### config.mk
export PLATFORM = sky130hd
export DESIGN_NAME = fifo_wr_arbiter
export DESIGN_NICKNAME = d
export VERILOG_FILES = /design/src/rtl/fifo_ctrl_pkg.sv /design/src/rtl/fifo_wr_arbiter_rr_pick.sv /design/src/rtl/fifo_wr_arbiter.sv
export SDC_FILE = /design/constraint.sdc
export NUM_CORES = 1
export LEC_CHECK = 0
export ABC_AREA = 1
export CAP_MARGIN = 40
export CORE_MARGIN = 5
export CORE_UTILIZATION = 44
export DETAILED_ROUTE_END_ITERATION = 12
export HOLD_SLACK_MARGIN = 0.03
export PLACE_DENSITY = 0.91
export SLEW_MARGIN = 10
export SYNTH_ARGS = -nofsm -noshare
export SYNTH_HDL_FRONTEND = slang
export SYNTH_SLANG_ARGS = --single-unit
### constraint.sdc
create_clock -name clk -period 5.7 [get_ports clk]
set_clock_uncertainty 0.05 [all_clocks]
set_input_delay 1.14 -clock clk [delete_from_list [all_inputs] [get_ports clk]]
set_output_delay 1.14 -clock clk [all_outputs]
set_load 0.1 [all_outputs]
### src/rtl/fifo_ctrl_pkg.sv
// Shared types, constants and helpers for the FIFO write-side arbiter.
package fifo_ctrl_pkg;

    // Arbiter FSM: waiting for a burst that fits, or streaming one burst.
    typedef enum logic [0:0] {
        IDLE = 1'b0,
        XFER = 1'b1
    } arb_state_t;

    // Usable FIFO capacity in words (33-slot ring, one slot kept empty).
    localparam int CAP = 32;

    // A zero burst length still moves one word.
    function automatic int unsigned eff_len(input int unsigned len_in);
        return (len_in == 0) ? 32'd1 : len_in;
    endfunction

endpackage

### src/rtl/fifo_wr_arbiter_rr_pick.sv
// Combinational round-robin pick: first requester after the pointer, with wrap.
module rr_pick #(
    parameter int NREQ = 4,
    parameter int IW   = 2
) (
    input  logic [NREQ-1:0] req,
    input  logic [IW-1:0]   rr,
    output logic            valid,
    output logic [IW-1:0]   idx
);

    int unsigned w_i;

    // Scan from the farthest position down so the nearest request after rr wins.
    always_comb begin
        valid = 1'b0;
        idx   = '0;
        w_i   = 0;
        for (int k = NREQ; k >= 1; k--) begin
            w_i = (32'(rr) + 32'(k)) % 32'(NREQ);
            if (req[w_i]) begin
                valid = 1'b1;
                idx   = IW'(w_i);
            end
        end
    end

endmodule

### src/rtl/fifo_wr_arbiter.sv
// Round-robin burst arbiter for the single write port of the async FIFO.
// A burst is granted only when the whole burst fits in the free space; the
// owner then streams words, stalling on full, until its count runs out or it
// drops its request (which ends the burst early with an abort pulse).
//
// Handshake: ack[i] is a per-word accept. In any cycle where ack[i] is high the
// word on din slice i is written; the owner presents its next word on the
// following cycle. req[i] must stay high until the burst completes.
module fifo_wr_arbiter #(
    parameter int NREQ = 4,
    parameter int DW   = 8,
    parameter int GW   = 6,
    parameter int CAP  = fifo_ctrl_pkg::CAP,
    parameter int LW   = 4,
    localparam int IW  = (NREQ > 1) ? $clog2(NREQ) : 1
) (
    input  logic                     clk,
    input  logic                     srst,
    input  logic [NREQ-1:0]          req,
    input  logic [NREQ*LW-1:0]       len,
    input  logic [NREQ*DW-1:0]       din,
    input  logic                     full,
    input  logic [GW-1:0]            gauge,
    output logic [NREQ-1:0]          ack,
    output logic [NREQ-1:0]          grant,
    output logic                     wen,
    output logic [DW-1:0]            wdata,
    output logic                     busy,
    output logic                     abort,
    output fifo_ctrl_pkg::arb_state_t dbg_state,
    output logic [IW-1:0]            dbg_rr
);

    import fifo_ctrl_pkg::*;

    arb_state_t      r_state;
    logic [NREQ-1:0] r_grant;
    logic [IW-1:0]   r_owner;
    logic [LW-1:0]   r_count;
    logic [IW-1:0]   r_rr;

    arb_state_t      w_state_nxt;
    logic [NREQ-1:0] w_grant_nxt;
    logic [IW-1:0]   w_owner_nxt;
    logic [LW-1:0]   w_count_nxt;
    logic [IW-1:0]   w_rr_nxt;

    logic            w_pick_valid;
    logic [IW-1:0]   w_pick_idx;
    logic [LW-1:0]   w_cand_len;
    logic [LW-1:0]   w_cand_eff;
    logic [GW:0]     w_cap;
    logic [GW:0]     w_gauge_ext;
    logic [GW:0]     w_free;
    logic            w_fits;
    logic            w_owner_req;
    logic            w_xfer;

    rr_pick #(
        .NREQ (NREQ),
        .IW   (IW)
    ) u_rr_pick (
        .req   (req),
        .rr    (r_rr),
        .valid (w_pick_valid),
        .idx   (w_pick_idx)
    );

    // Free space, saturating at zero if gauge ever reports more than CAP.
    always_comb begin
        w_cap       = (GW+1)'(CAP);
        w_gauge_ext = {1'b0, gauge};
        w_free      = (w_gauge_ext > w_cap) ? '0 : (w_cap - w_gauge_ext);
        w_cand_len  = len[w_pick_idx*LW +: LW];
        w_cand_eff  = LW'(eff_len(32'(w_cand_len)));
        w_fits      = (32'(w_cand_eff) <= 32'(w_free));
    end

    // Write-port outputs, all derived from the registered owner.
    always_comb begin
        w_xfer      = (r_state == XFER);
        w_owner_req = req[r_owner];
        wen         = w_xfer && w_owner_req && !full;
        ack         = wen ? r_grant : '0;
        wdata       = (r_grant != '0) ? din[r_owner*DW +: DW] : '0;
        busy        = w_xfer;
        abort       = w_xfer && !w_owner_req;
        grant       = r_grant;
        dbg_state   = r_state;
        dbg_rr      = r_rr;
    end

    // Next-state logic: grant a fitting burst, count words, end or cut bursts.
    always_comb begin
        w_state_nxt = r_state;
        w_grant_nxt = r_grant;
        w_owner_nxt = r_owner;
        w_count_nxt = r_count;
        w_rr_nxt    = r_rr;
        case (r_state)
            IDLE: begin
                // The candidate is never skipped, so a long burst waits for room
                // rather than being starved by shorter ones behind it.
                if (w_pick_valid && w_fits) begin
                    w_state_nxt = XFER;
                    w_grant_nxt = NREQ'(1) << w_pick_idx;
                    w_owner_nxt = w_pick_idx;
                    w_count_nxt = w_cand_eff;
                end
            end
            XFER: begin
                if (!w_owner_req) begin
                    w_state_nxt = IDLE;
                    w_grant_nxt = '0;
                    w_count_nxt = '0;
                    w_rr_nxt    = r_owner;
                end else if (!full) begin
                    if (r_count == LW'(1)) begin
                        w_state_nxt = IDLE;
                        w_grant_nxt = '0;
                        w_count_nxt = '0;
                        w_rr_nxt    = r_owner;
                    end else begin
                        w_count_nxt = r_count - LW'(1);
                    end
                end
            end
            default: begin
                w_state_nxt = IDLE;
                w_grant_nxt = '0;
            end
        endcase
    end

    // State register with synchronous reset; rr starts so requester 0 leads.
    always_ff @(posedge clk) begin
        if (srst) begin
            r_state <= IDLE;
            r_grant <= '0;
            r_owner <= '0;
            r_count <= '0;
            r_rr    <= IW'(NREQ - 1);
        end else begin
            r_state <= w_state_nxt;
            r_grant <= w_grant_nxt;
            r_owner <= w_owner_nxt;
            r_count <= w_count_nxt;
            r_rr    <= w_rr_nxt;
        end
    end

endmodule

==> reports/metrics.yaml, run 1 <==
worst_setup_path:
  r2r-start: "dbg_rr[0]"
  critPathKind: "primary input to flop"
  crit_required_ps: 5790
  cp-end-kind: "flop"
  critPathArrivalTime_ps: 4370
  crit_start: "req[1]"
  critPathLaunchType: "primary input"
  path_max_fanout: 12
yosys:
  ys_ff_latch: 13
  synthArstFlopShare_pct: 0
  synth_xor_area_share_pct: 1.06
  yosysSeqAreaShare_pct: 15.7
  synth.distinct_cells: 33
  synthAdderAreaFrac_pct: 5.28
  synth_compound_area_share_pct: 22.7
  syn_inst: 283
  synth-simple-area-share_pct: 43.6
  synth_mux_area_share_pct: 0
  synth_edf_count: 0
  synthesis.area_um2: 1660
  syn_area_per_cell_um2: 5.86
  synth_flop_cell: "dfxtp_1"
  synth_top_family_by_area: "simple AND/OR/NAND/NOR gates"
  synth_warnings: 0
  syn_nets: 351
floorplan:
  start_util_pct: 45.3
  io_pins: 83
  die_x_um: 71.4
  dieArea_um2: 5100
  coreArea_um2: 3660
  fp.dieH_um: 71.4
  num_rows: 22
finish:
  area_growth_pct: 69.1
  postLayoutCellArea_um2: 2800
  nNetsFinal: 449
  antennaDiodeCount: 0
  layout_commonest_cell: "clkdlybuf4s50_1"
  fin_util_pct: 76.6
  drive_gt1_share_pct: 19.2
  mostFrequentLayoutCells: "clkdlybuf4s50_1 (77), nor2_1 (52), nand2_1 (44)"
global_route:
  grt_pass1_wl_um: 10300
  grt_pass1_vias: 2344
  grt_use_total_pct: 24.4
  grt-ovfl-total: 0
  grt_max_degree: 23
  antenna_found_initial: 0
timing:
  tightestPinTransition_ps: 761
  period_needed_ps: 4280
  rsz0062_at_grt: "false"
  hold_viol: 0
  drv_slew: 0
  fin_tns_setup_ps: 0
  max_clock_freq_mhz: 233
  whs_ps: 460
  slew_headroom_pct: 49.2
  period_share_pct: 75.1
  setup_violations: 0
place:
  post_dp_cell_area_um2: 2760
  port_buffers: 82
  place_congestion: 0.905
  dp_hpwl_um: 5050
cts:
  htree_levels: 1
  hold_buffers: 0
  cts-buffers-inserted: 3
  clock-sinks: 13
  postCtsSetupRepairBufs: 0
  clock_latency_ps: 250
  cts_tree: "done"
  ctsLongestPathBuffers: 2
  cts_root_buffer: "clkbuf_8"
  ctsResizeCount: 0
  clkSlewWorstSetupHoldPaths_ps: 60
power:
  irDropWorstVdd_mv: 0.418
  total_power_mw: 1.82
  power.density_nw_per_um2: 649
  p_leak_nw: 1.28
drt:
  drt-pass1-iter-count: 4
  ant_nets: 0
  drc_errors: 0
  wl_per_cell_um: 14.6
  avgViaCountPerCell: 5.29
  drt_iter0_markers: 190
  via_count: 2265
  wl_um: 6260
worst_hold_path:
  worstHoldStart: "grant[2]"
  hold_class: "flop to flop"
status:
  status: "completed"
job:
  cap_violations: 0
per-layer routing:
layer	vias to the layer above	track usage (%)	part of all wire (%)	wire, um
met2	81	44.8	53	3320
met3	17	4.77	4.6	288
met1	1044	27.7	40	2480
met5	-	0	0	0
li1	1123	-	-	-
met4	0	8.98	2.7	167
layout make-up:
cell class	instances	area, um^2
Clock buffer	3	41.3
Clock inverter	1	5.00
Fill cell	255	858
Inverter	37	148
Multi-Input combinational cell	226	1200
Sequential cell	13	260
Tap cell	48	60.1
Timing Repair Buffer	100	1080
cells in the mapped netlist (4+ instances only):
master	instances	share of area (%)
a21oi_1	30	9.1
clkbuf_1	4	0.91
dfxtp_1	13	16
ha_1	7	5.3
inv_1	24	5.4
inv_2	10	2.3
nand2_1	44	10
nand2_2	18	6.8
nand2_4	4	2.7
nand3_1	10	3.0
nand3_2	4	2.4
nand4_1	5	1.9
nor2_1	52	12
o21ai_0	29	8.8
worst max-delay path, cell delays in order:
cell and delay (ps):
clkdlybuf4s50_1 520, inv_1 90, nand2_1 90, nand3_1 100, nand2_1 100, inv_2 50
nand2_4 70, nand2_4 50, nand2_4 120, nand2_4 130, nand3_2 90, nand2_2 70
nor2_4 130, inv_2 50, ha_1 290, nand2_1 70, o21ai_0 140, a21oi_1 80
a31oi_1 140, nand2_1 60, nand3_1 170, nand2_1 190, o21ai_2 180, nand2_1 90
o21ai_1 90, nor2_1 60
worst paths after layout:
check	cells after the start	endpoint	slack [ps]
min reg2reg	2	grant[2]	460
max	26	grant[3]	1420
min	2	grant[2]	460
max reg2reg	23	r_count[2]	2160
cell families after synthesis:
kind of cell               count (synthesis)
and+or+nand+nor                          147
DFF                                       13
xor gates and xnor gates                   2
adders and majority gates                  7
AOI/OAI and AO/OA                         70
buffers and inverters                     44
flip-flops by register name (all words and copies together) (netlist names):
name     flops
busy         1
dbg_rr       2
grant        4
r_count      4
r_owner      2
stage by stage:
stage | worst slack, ps | std cells
2_1_floorplan | 6.81 | 283
3_3_place_gp | 1290 | 407
4_1_cts | 1460 | 428
3_5_place_dp | 1240 | 424
5_1_grt | 975 | 428
6_report | 1420 | 428
report_power, final:
part / internal (mW) / switching [mW] / total, mW
sequential: 0.125 / 0.0616 / 0.187
combinational: 0.536 / 1.01 / 1.55
clock: 0.0485 / 0.0369 / 0.0853
Note: power is estimated with default switching activity, not from simulation.
==> run 2, diff against run 1 <==
CORE_UTILIZATION = 41   (was 44)
PLACE_DENSITY = 0.86   (was 0.91)
clock period = 4.4 ns   (was 5.7 ns; I/O delays follow)
==> reports/metrics.yaml, run 2 (same netlist as run 1, synthesis figures left out) <==
place:
  place_congestion: 0.871  # -3.7%
  port_buffers: 82  # unchanged
  place_ws_ps: 249  # -987 ps
  post_dp_cell_area_um2: 2600  # -5.6%
  dp_hpwl_um: 4360  # -14%
drt:
  drt-pass1-iter-count: 6  # +2
  drc_errors: 0  # unchanged
  wl_um: 5300  # -15%
  drt_iter0_markers: 110  # -42%
  ant_nets: 0  # unchanged
  wl_per_cell_um: 12.6  # -14%
  via_count: 2093  # -7.6%
  avgViaCountPerCell: 4.97  # -6.1%
floorplan:
  fp.dieH_um: 73.6  # +3.1%
  dieArea_um2: 5420  # +6.3%
  io_pins: 83  # unchanged
  die_x_um: 73.6  # +3.1%
  start_util_pct: 41.7  # -3.5 points
  num_rows: 23  # +4.5%
  coreArea_um2: 3970  # +8.5%
global_route:
  met3_usage_pct: 3.69  # -1.1 points
  met1_usage_pct: 24.0  # -3.8 points
  grt_max_degree: 23  # unchanged
  busiest_layer: "met2"
  antenna_found_initial: 0  # unchanged
  grt_pass1_vias: 1937  # -17%
  grt_pass1_wl_um: 8530  # -17%
  grt-ovfl-total: 0  # unchanged
  gr-usage-met2_pct: 35.0  # -9.8 points
  grt_use_total_pct: 19.6  # -4.8 points
timing:
  layout_setup_ws_ps: 456  # -960 ps
  period_share_pct: 89.6
  period_needed_ps: 3940
  rsz0062_at_grt: "false"
  max_clock_freq_mhz: 254
  drv_slew: 0  # unchanged
  whs_ps: 466  # +5.93 ps
  slew_headroom_pct: 52.8  # +3.6 points
  hold_viol: 0  # unchanged
  setup_violations: 0  # unchanged
  tightestPinTransition_ps: 706  # -54.1 ps
worst_setup_path:
  reg2reg_depth: 23  # unchanged
  slowest_stage: "clkdlybuf4s50_1"
  path_max_fanout: 12  # unchanged
  critPathKind: "primary input to flop"
  cp-end-kind: "flop"
  cpPeakStageDelay_ps: 480  # -40 ps
  crit_required_ps: 4480  # -1310 ps
  critPathLaunchType: "primary input"
  critPathArrivalTime_ps: 4020  # -350 ps
finish:
  area_growth_pct: 60.1
  antennaDiodeCount: 0  # unchanged
  n_fill_cell: 355  # +39%
  mostFrequentLayoutCells: "clkdlybuf4s50_1 (68), nor2_1 (47), nand2_1 (44)"
  nNetsFinal: 440  # -2.0%
  postLayoutCellArea_um2: 2650  # -5.3%
  layout_commonest_cell: "clkdlybuf4s50_1"
  drive_gt1_share_pct: 20.8  # +1.5 points
power:
  irDropWorstVdd_mv: 0.673  # +61%
  power.density_nw_per_um2: 802  # +23%
  p_leak_nw: 1.22  # -4.5%
cts:
  htree_levels: 1  # unchanged
  cts_tree: "done"
  clock-sinks: 13  # unchanged
  cts-buffers-inserted: 3  # unchanged
  clock_latency_ps: 240  # about the same
  hold_buffers: 0  # unchanged
  cts_root_buffer: "clkbuf_8"
  ctsLongestPathBuffers: 2  # unchanged
  clkSlewWorstSetupHoldPaths_ps: 50  # about the same
worst_hold_path:
  hold_class: "flop to flop"
  whs_path_depth: 2  # unchanged
job:
  cap_violations: 0  # unchanged
status:
  status: "completed"
==> run 2: critical path: cells and delay by family <==
family,cells,cell delay (ps)
adders and majority gates,1,300
buffers and inverters,5,780
AOI/OAI and AO/OA,6,620
and+or+nand+nor,13,1440
==> run 2: per-stage QoR <==
stage                     setup TNS, ps  utilization (%)  instances  power, mW
after global routing                  0             66.8        421       2.30
after global placement                0             62.5        409       1.91
after floorplan                    -301                -        283       1.59
final                                 0             66.8        421       2.13
after detailed placement              0             65.5        417       2.01
after CTS                             0             66.6        421       2.12
==> run 2: path summary, 6_finish.rpt <==
kind                  start         end  slack [ps]
setup / recovery     req[3]  r_count[0]         460
hold / removal     grant[0]    grant[0]         470
setup reg to reg  dbg_rr[0]  r_count[0]         950
hold reg to reg    grant[0]    grant[0]         470
==> run 2: timing repair <==
| item | in CTS | in global routing |
|---|---|---|
| setup endpoints to repair | 0 | 1 |
| buffers inserted | 0 | 0 |
| resized for setup | 0 | 1 |
==> run 2: layout make-up <==
cell class                 count  area (um^2)  share of cell area (%)
clock buffer                   4         45.0                    1.70
timing repair buffer          91          913                    34.4
multi-input combinational    226         1220                    46.2
sequential                    13          260                    9.81
tap                           50         62.6                    2.36
inverter                      37          148                    5.56
==> run 2: routing by layer <==
metal | wire (um) | vias to the layer above
met3 | 220 | 10
met5 | 0 | -
met4 | 60 | 0
met1 | 2150 | 942
met2 | 2870 | 44
li1 | - | 1097
==> run 2: power by group <==
part           switching [mW]  internal (mW)
logic                    1.24          0.548
registers              0.0769          0.163
clock network          0.0409         0.0639
total                    1.35          0.774
